==> src/rtl/atmega_pll_pkg.sv <==
// Shared definitions for the ATmega PLL configuration sequencer:
// FSM state encoding plus PLLCSR bit positions and PLLFRQ field masks.
package atmega_pll_pkg;

    typedef enum logic [3:0] {
        ST_IDLE,
        ST_REQ_W,
        ST_WR_FRQ,
        ST_WR_CSR,
        ST_GAP,
        ST_REQ_R,
        ST_RD_CSR,
        ST_DONE,
        ST_ERR
    } state_e;

    localparam int PLLCSR_PLOCK  = 0;
    localparam int PLLCSR_PLLE   = 1;
    localparam int PLLCSR_PINDIV = 4;

    localparam logic [7:0] PLLFRQ_PDIV_MASK   = 8'h0F;
    localparam logic [7:0] PLLFRQ_PLLTM_MASK  = 8'h30;
    localparam logic [7:0] PLLFRQ_PLLUSB_MASK = 8'h40;

endpackage

==> src/rtl/atmega_pll_cfg_seq.sv <==
// Bus initiator that writes PLLFRQ and PLLCSR, then polls PLLCSR.PLOCK
// through a req/gnt arbiter until lock or timeout.
module atmega_pll_cfg_seq
    import atmega_pll_pkg::*;
#(
    parameter int                           BUS_ADDR_DATA_LEN = 16,
    parameter logic [BUS_ADDR_DATA_LEN-1:0] PLLCSR_ADDR       = 'h49,
    parameter logic [BUS_ADDR_DATA_LEN-1:0] PLLFRQ_ADDR       = 'h52,
    parameter int                           LOCK_TIMEOUT      = 1024,
    parameter int                           POLL_GAP          = 4
) (
    input  logic                         clk,
    input  logic                         rst_n,
    input  logic                         start,
    input  logic                         abort,
    input  logic [7:0]                   cfg_pllfrq,
    input  logic [7:0]                   cfg_pllcsr,
    output logic                         bus_req,
    input  logic                         bus_gnt,
    output logic [BUS_ADDR_DATA_LEN-1:0] addr_dat,
    output logic                         wr_dat,
    output logic                         rd_dat,
    output logic [7:0]                   bus_dat_out,
    input  logic [7:0]                   bus_dat_in,
    output logic                         busy,
    output logic                         done,
    output logic                         error,
    output logic [7:0]                   last_pllcsr
);

    localparam int TMO_W = $clog2(LOCK_TIMEOUT + 1);
    localparam int GAP_W = $clog2(POLL_GAP + 1);
    localparam logic [TMO_W-1:0] TMO_MAX  = TMO_W'(LOCK_TIMEOUT);
    localparam logic [GAP_W-1:0] GAP_LAST = GAP_W'(POLL_GAP - 1);

    state_e                         state_q, state_d;
    logic [7:0]                     frq_q, frq_d;
    logic [7:0]                     csr_q, csr_d;
    logic [TMO_W-1:0]               tmo_q, tmo_d;
    logic [GAP_W-1:0]               gap_q, gap_d;
    logic                           error_q, error_d;
    logic [7:0]                     last_q, last_d;
    logic                           req_q, req_d;
    logic                           wr_q, wr_d;
    logic                           rd_q, rd_d;
    logic [BUS_ADDR_DATA_LEN-1:0]   addr_q, addr_d;
    logic [7:0]                     dat_q, dat_d;

    always_comb begin
        state_d = state_q;
        frq_d   = frq_q;
        csr_d   = csr_q;
        tmo_d   = tmo_q;
        gap_d   = gap_q;
        error_d = error_q;
        last_d  = last_q;

        // Arbiter wait time in REQ_R counts against the lock budget too.
        if ((state_q == ST_GAP || state_q == ST_REQ_R || state_q == ST_RD_CSR) &&
            (tmo_q < TMO_MAX)) begin
            tmo_d = tmo_q + TMO_W'(1);
        end

        case (state_q)
            ST_IDLE: begin
                if (start && !abort) begin
                    frq_d   = cfg_pllfrq;
                    csr_d   = cfg_pllcsr;
                    error_d = 1'b0;
                    tmo_d   = '0;
                    state_d = ST_REQ_W;
                end
            end
            ST_REQ_W: begin
                if (bus_gnt) state_d = ST_WR_FRQ;
            end
            ST_WR_FRQ: state_d = ST_WR_CSR;
            ST_WR_CSR: begin
                gap_d   = '0;
                state_d = ST_GAP;
            end
            ST_GAP: begin
                if (gap_q == GAP_LAST) state_d = ST_REQ_R;
                else                   gap_d   = gap_q + GAP_W'(1);
            end
            ST_REQ_R: begin
                if (bus_gnt) state_d = ST_RD_CSR;
            end
            ST_RD_CSR: begin
                last_d = bus_dat_in;
                if (bus_dat_in[PLLCSR_PLOCK]) begin
                    state_d = ST_DONE;
                end else if (tmo_q >= TMO_MAX) begin
                    state_d = ST_ERR;
                end else begin
                    gap_d   = '0;
                    state_d = ST_GAP;
                end
            end
            ST_DONE: state_d = ST_IDLE;
            ST_ERR:  state_d = ST_IDLE;
            default: state_d = ST_IDLE;
        endcase

        if (abort && state_q != ST_IDLE) state_d = ST_IDLE;
        if (state_d == ST_ERR) error_d = 1'b1;
    end

    // Bus-side registers follow the upcoming state so they line up with it.
    always_comb begin
        req_d  = (state_d == ST_REQ_W) || (state_d == ST_WR_FRQ) || (state_d == ST_WR_CSR) ||
                 (state_d == ST_REQ_R) || (state_d == ST_RD_CSR);
        wr_d   = (state_d == ST_WR_FRQ) || (state_d == ST_WR_CSR);
        rd_d   = (state_d == ST_RD_CSR);
        addr_d = '0;
        dat_d  = '0;
        if (state_d == ST_WR_FRQ) begin
            addr_d = PLLFRQ_ADDR;
            dat_d  = frq_q;
        end else if (state_d == ST_WR_CSR) begin
            addr_d = PLLCSR_ADDR;
            dat_d  = csr_q;
        end else if (state_d == ST_RD_CSR) begin
            addr_d = PLLCSR_ADDR;
        end
    end

    always_ff @(posedge clk or negedge rst_n) begin
        if (!rst_n) begin
            state_q <= ST_IDLE;
            frq_q   <= '0;
            csr_q   <= '0;
            tmo_q   <= '0;
            gap_q   <= '0;
            error_q <= 1'b0;
            last_q  <= '0;
            req_q   <= 1'b0;
            wr_q    <= 1'b0;
            rd_q    <= 1'b0;
            addr_q  <= '0;
            dat_q   <= '0;
        end else begin
            state_q <= state_d;
            frq_q   <= frq_d;
            csr_q   <= csr_d;
            tmo_q   <= tmo_d;
            gap_q   <= gap_d;
            error_q <= error_d;
            last_q  <= last_d;
            req_q   <= req_d;
            wr_q    <= wr_d;
            rd_q    <= rd_d;
            addr_q  <= addr_d;
            dat_q   <= dat_d;
        end
    end

    // Nothing reaches the shared bus unless the arbiter currently grants it.
    assign bus_req     = req_q;
    assign wr_dat      = wr_q & bus_gnt;
    assign rd_dat      = rd_q & bus_gnt;
    assign addr_dat    = addr_q & {BUS_ADDR_DATA_LEN{bus_gnt}};
    assign bus_dat_out = dat_q & {8{bus_gnt}};
    assign busy        = (state_q != ST_IDLE);
    assign done        = (state_q == ST_DONE);
    assign error       = error_q;
    assign last_pllcsr = last_q;

endmodule

==> config.mk <==
export PLATFORM = sky130hd
export DESIGN_NAME = atmega_pll_cfg_seq
export DESIGN_NICKNAME = d
export VERILOG_FILES = /design/src/rtl/atmega_pll_pkg.sv /design/src/rtl/atmega_pll_cfg_seq.sv
export SDC_FILE = /design/constraint.sdc
export NUM_CORES = 1
export LEC_CHECK = 0
export ABC_AREA = 0
export CORE_ASPECT_RATIO = 0.8
export CORE_MARGIN = 2
export CORE_UTILIZATION = 35
export CTS_BUF_LIST = sky130_fd_sc_hd__clkbuf_8 sky130_fd_sc_hd__clkbuf_16
export CTS_CLUSTER_DIAMETER = 30
export DETAILED_ROUTE_END_ITERATION = 10
export PLACE_DENSITY = 0.57
export REMOVE_ABC_BUFFERS = 1
export SLEW_MARGIN = 0
export SYNTH_ARGS = -nofsm -noshare
export SYNTH_HDL_FRONTEND = slang
export SYNTH_SLANG_ARGS = --single-unit
==> constraint.sdc <==
create_clock -name clk -period 2.7 [get_ports clk]
set_input_delay 0.405 -clock clk [delete_from_list [all_inputs] [get_ports clk]]
set_output_delay 0.405 -clock clk [all_outputs]
set_load 0.02 [all_outputs]
Yosys cells after proc, flatten, opt, wreduce, memory -nomap -nowiden:

Index checks and enable logic that the tools add are counted.

* bits in registers: 70
* input bits: 29
* output and inout port bits: 38
* logic and storage cells: 79

* add/subtract/negate cells: 2
* magnitude comparators: 2
* equal/unequal tests: 17
* multiplexer cells: 23
* bitwise operators: 4
* reductions and logical operators: 19

Operator list (number)
* 11-bit 2-to-1 mux: 3
* 4-bit 2-to-1 mux: 7
* 4-bit one-hot mux with 7 select lines: 1
* 4-bit by 3-bit == test with 1-bit output, second input constant: 6
* 7-bit 2-to-1 mux: 3
* 16-bit bitwise AND: 1
* 4-bit by 2-bit == test with 1-bit output, second input constant: 4
* 8-bit 2-to-1 mux: 2
* 11-bit by 1-bit adder with 11-bit output, second input constant: 1
* 11-bit >= comparator, second input constant: 1
* 11-bit less-than comparator, second input constant: 1
* 3-bit 2-to-1 mux: 3
* 3-bit one-hot mux with 3 select lines: 1
* 8-bit bitwise AND: 1
* 4-bit by 1-bit == test with 1-bit output, second input constant: 2
* 1-bit logical OR: 7
* 2-bit inequality test, second input constant: 3
* 4-bit == test, second input constant: 1
* 4-bit zero test: 1
* 2-bit AND reduction: 2
* 4-bit AND reduction: 1
* 2-bit nonzero test: 2
* 4-bit nonzero test: 1
* 3-bit by 1-bit adder with 3-bit output, second input constant: 1
* other kinds (6): 11

Longest topological paths before layout:

* depth in word-level cells: 10
* mapped depth: 8
* depth with buffers taken out: 7

Least setup slack after synthesis:

No wires, ideal clock.

* kind: reg2reg
* start point: register state_q[0]
* end point: register csr_q[6]
* setup time: 0.117 ns
* arrival: 1.865 ns
* required time: 2.583 ns
* path slack: 0.718 ns
* stages on the path, launching flop included: 7
* buffers on the path: 2
* period minus slack after synthesis: 1.982 ns
* cells stage by stage: dfrtp_1 or4_4 or3b_2 buf_2 buf_2 nand2_1 nand2_1

* longest elaborated chain between the ends: 2

RTL lines
* start, declared: RTL line atmega_pll_cfg_seq.sv:36 `state_e state_q, state_d;`
* start signal, assigned: RTL line atmega_pll_cfg_seq.sv:143 `state_q <= state_d;`
* 4-bit zero test: RTL line atmega_pll_cfg_seq.sv:64 `case (state_q)`
* 2-bit AND reduction (no line)
* end signal, assigned: RTL line atmega_pll_cfg_seq.sv:145 `csr_q <= csr_d;`
* end, declared: RTL line atmega_pll_cfg_seq.sv:38 `logic [7:0] csr_q, csr_d;`

Every way passes these cells.
A chain may end at the register's enable or synchronous reset.

Final worst setup path:

* start point: register state_q[1]
* end point: output port busy

* longest elaborated chain between the ends: 1

RTL lines
* 4-bit nonzero test: RTL line atmega_pll_cfg_seq.sv:164 `assign busy = (state_q != ST_IDLE);`
* end, declared: RTL line atmega_pll_cfg_seq.sv:25 `output logic busy,`

Every way passes these cells.

==> metrics.log <==
[metrics] end-of-flow core utilization: 0.472
[metrics] normalized max-slew margin: 0.565
[metrics] fmax: 0.409 GHz
[metrics] # hold bufs at CTS: 0
[metrics] Die ar.: 8360 µm²
[metrics] leading post-synthesis cells by instance count: 57 x dfrtp_1, 53 x nand2_1, 20 x nor2_1
[metrics] number of antenna-violating nets in the routed design: 0
[metrics] DRC viols: 0
[metrics] worst setup slack after layout: 0.258 ns
[metrics] GRT Resource Usage Total: 0.143
[metrics] count of instances resized after the clock tree is built: 0
[metrics] Net count, final: 352
[metrics] slew at the pin closest to its max-slew limit: 0.653 ns
[metrics] post-synth top area cell: dfrtp_1
[metrics] static power due to leakage: 1.65 nW
[metrics] share of the yosys chip area belonging to registers: 0.534
[metrics] share of final-layout standard cells stronger than drive strength 1: 0.138
[metrics] launching element type of the critical path: register
[metrics] clock network fraction of total power: 0.258
[metrics] endpoints failing hold: 0
[metrics] number of buffers between clock root and the deepest sink: 2
[metrics] Sw Share: 0.342
[metrics] most numerous cell in the Yosys netlist: dfrtp_1
[metrics] Max-cap violations: 0
[metrics] final setup violating endpoints: 0
[metrics] combinational cell fraction of total power: 0.338
[metrics] number of design-rule violations left by the first detailed-router iteration: 51
[metrics] TritonCTS clock tree: yes
[metrics] number of flops mapped to enable cells by yosys: 0
[metrics] IO Port Bufs: 55
[metrics] maximum number of pins on one net before global-route repair: 30
[metrics] aggregate routed wire length: 5340 µm
[metrics] wire length of the first global-routing pass: 9030 µm
[metrics] number of global-route vias before repair: 1895
[metrics] most common flop cell mapped by yosys: dfrtp_1
[metrics] sum of negative setup slack: 0 ns
[metrics] top cells by area in the synthesized netlist: dfrtp_1 53%, nand2_1 7.4%, mux2i_1 4.1%, mux2_2 3.8%, buf_4 3.7%
[metrics] multi-input gate area in the final layout: 1100 µm²
[metrics] routed vias: 1911
[metrics] routed len/inst: 12.4 µm
[metrics] type of element capturing the critical path: output pin
[metrics] H-tree levels: 3
[metrics] clock slew at the register clock pins of the worst setup and hold paths: 0.08 ns
[metrics] cell internal power dissipation: 2.06 mW
[metrics] final weighted congestion in routability-driven placement: 0.776
[metrics] Final Cycle Share: 0.905
[metrics] Root Buffer Master: clkbuf_8
[metrics] worst min path class: primary input to asynchronous set/reset pin
[metrics] critical path data arrival time: 2.04 ns
[metrics] Mean Syn Cell Area: 10.3 µm²
[metrics] critical path fanouts, max: 12
[metrics] proportion of power drawn by flip-flops and latches: 0.404
[metrics] Max rail drop VDD: 311 µV
[metrics] share of async-settable or async-resettable flops after synthesis: 1.00
[metrics] routed via count divided by cell count: 4.44
[metrics] Synth cell types: 45
[metrics] post-placement setup slack: 0.434 ns
[metrics] Post-Route Skew: 0.00962 ns
[metrics] number of pins exceeding their max-slew limit in the final report: 0
[metrics] HPWL reported at the end of detailed placement: 3760 µm
[metrics] worst endpoint required time: 2.30 ns
[metrics] Inserted Diodes: 0
[metrics] total number of clock tree sinks: 57
[metrics] Switching Power: 1.07 mW
[metrics] Synth Warn #: 0
[metrics] Cell Rows: 28
[metrics] width of the die: 102 µm
[metrics] power density over the cells: 897 nW/µm²
[metrics] area used by sequential logic in the layout: 1430 µm²
[metrics] # IOs: 67
[metrics] placeable core area: 7390 µm²
[metrics] Starting Density: 0.362
[metrics] Synth-to-Final Area Change: 30.6%
[metrics] status: completed
[metrics] Filler cells: 732
[metrics] First-pass DRT Iterations: 4
[metrics] min Tclk post-route: 2.44 ns
[metrics] number of antenna violations at the first check in global routing: 0
[metrics] # Post-CTS Setup Buffers: 0
[metrics] floorplan die height: 82.2 µm
[metrics] top cell type's share of synthesized area: 0.534
[metrics] worst setup path class: register to output pin
[metrics] Seq cells post-synth: 57
[metrics] Post-Syn Area: 2670 µm²
[metrics] number of buffers created by CTS: 9
[metrics] RSZ-0062 raised after global routing: false
[metrics] Syn Inst Count: 260
[metrics] gr ovfl total: 0
[metrics] clock latency of the later-clocked register in the worst-skew pair: 0.35 ns
## critical path, cell delays in order, from the launching register on
cell and delay (ns):
dfrtp_1 0.51, or4_4 0.62, clkdlybuf4s50_1 0.56
## final cells by class
type / count / area share
repair buffers: 63 / 0.173
clock inverters: 7 / 0.0229
flip-flops and latches: 57 / 0.409
well taps: 105 / 0.0376
clock buffers: 9 / 0.0355
inverters: 7 / 0.00753
multi-input cells: 182 / 0.314
## metrics by stage
step	instance area, µm²	cells	hold WS (ns)	total power, mW
global placement	3290	414	0.459	2.34
global route	3490	430	0.132	3.35
detailed placement	3290	414	0.463	2.36
CTS	3490	430	0.0987	3.18
floorplan	2550	246	0.109	1.91
finish	3490	430	0.0850	3.13
## final timing paths
check,slack [ns],startpoint,cells past startpoint,end
max,0.26,state_q[1],2,busy
min,0.08,rst_n,1,dat_q[0]
max reg2reg,0.51,state_q[1],4,tmo_q[7]
min reg2reg,0.48,csr_q[6],2,csr_q[6]
max in group asynchronous,1.95,rst_n,2,gap_q[1]
min in group clk,0.48,csr_q[6],2,csr_q[6]
## power by group through the flow
stage                     combinational (mW)  clock (mW)  sequential (mW)
after floorplan                        0.580           0             1.33
after detailed placement                1.08           0             1.28
after CTS                               1.08       0.833             1.27
final                                   1.06       0.806             1.26
after global routing                    1.17       0.870             1.30
after global placement                  1.06           0             1.28
## cell usage in the layout, fill, tap and decap left out, types with 3 or more instances in the layout
cell type	count
clkbuf_8	9
mux2i_1	11
inv_1	7
buf_4	8
xor2_1	5
nor3_1	7
mux2_2	9
dfrtp_1	57
xnor2_1	3
nor2_1	20
nand2_1	53
nand3_1	5
and2_1	14
conb_1	11
ha_1	3
o21ai_0	5
clkdlybuf4s50_1	54
clkinv_4	3
## sequential cells by signal (all words and copies together) (netlist names)
| register | flops |
|---|---|
| dat_q | 8 |
| wr_q | 1 |
| bus_req | 1 |
| addr_q | 3 |
| rd_q | 1 |
| gap_q | 3 |
| tmo_q | 11 |
| error | 1 |
| csr_q | 8 |
| frq_q | 8 |
| state_q | 4 |
| last_pllcsr | 8 |
## cells by family after synthesis
| family | Yosys count | share of synthesized area |
|---|---|---|
| AOI/OAI and AO/OA | 15 | 0.0393 |
| and+or+nand+nor | 125 | 0.236 |
| muxes | 20 | 0.0791 |
| xor gates and xnor gates | 8 | 0.0262 |
| other | 1 | 0.00140 |
| adders and majority gates | 3 | 0.0140 |
| buffers and inverters | 31 | 0.0698 |
| DFF | 57 | 0.534 |
## layer usage
metal / wire (µm) / part of all wire / GRT usage
met1: 2640 / 0.49 / 0.187
met2: 2400 / 0.45 / 0.220
met3: 236 / 0.044 / 0.0488
met4: 66 / 0.012 / 0.0568
met5: 0 / 0 / 0
Note: power is estimated with default switching activity, not from simulation.
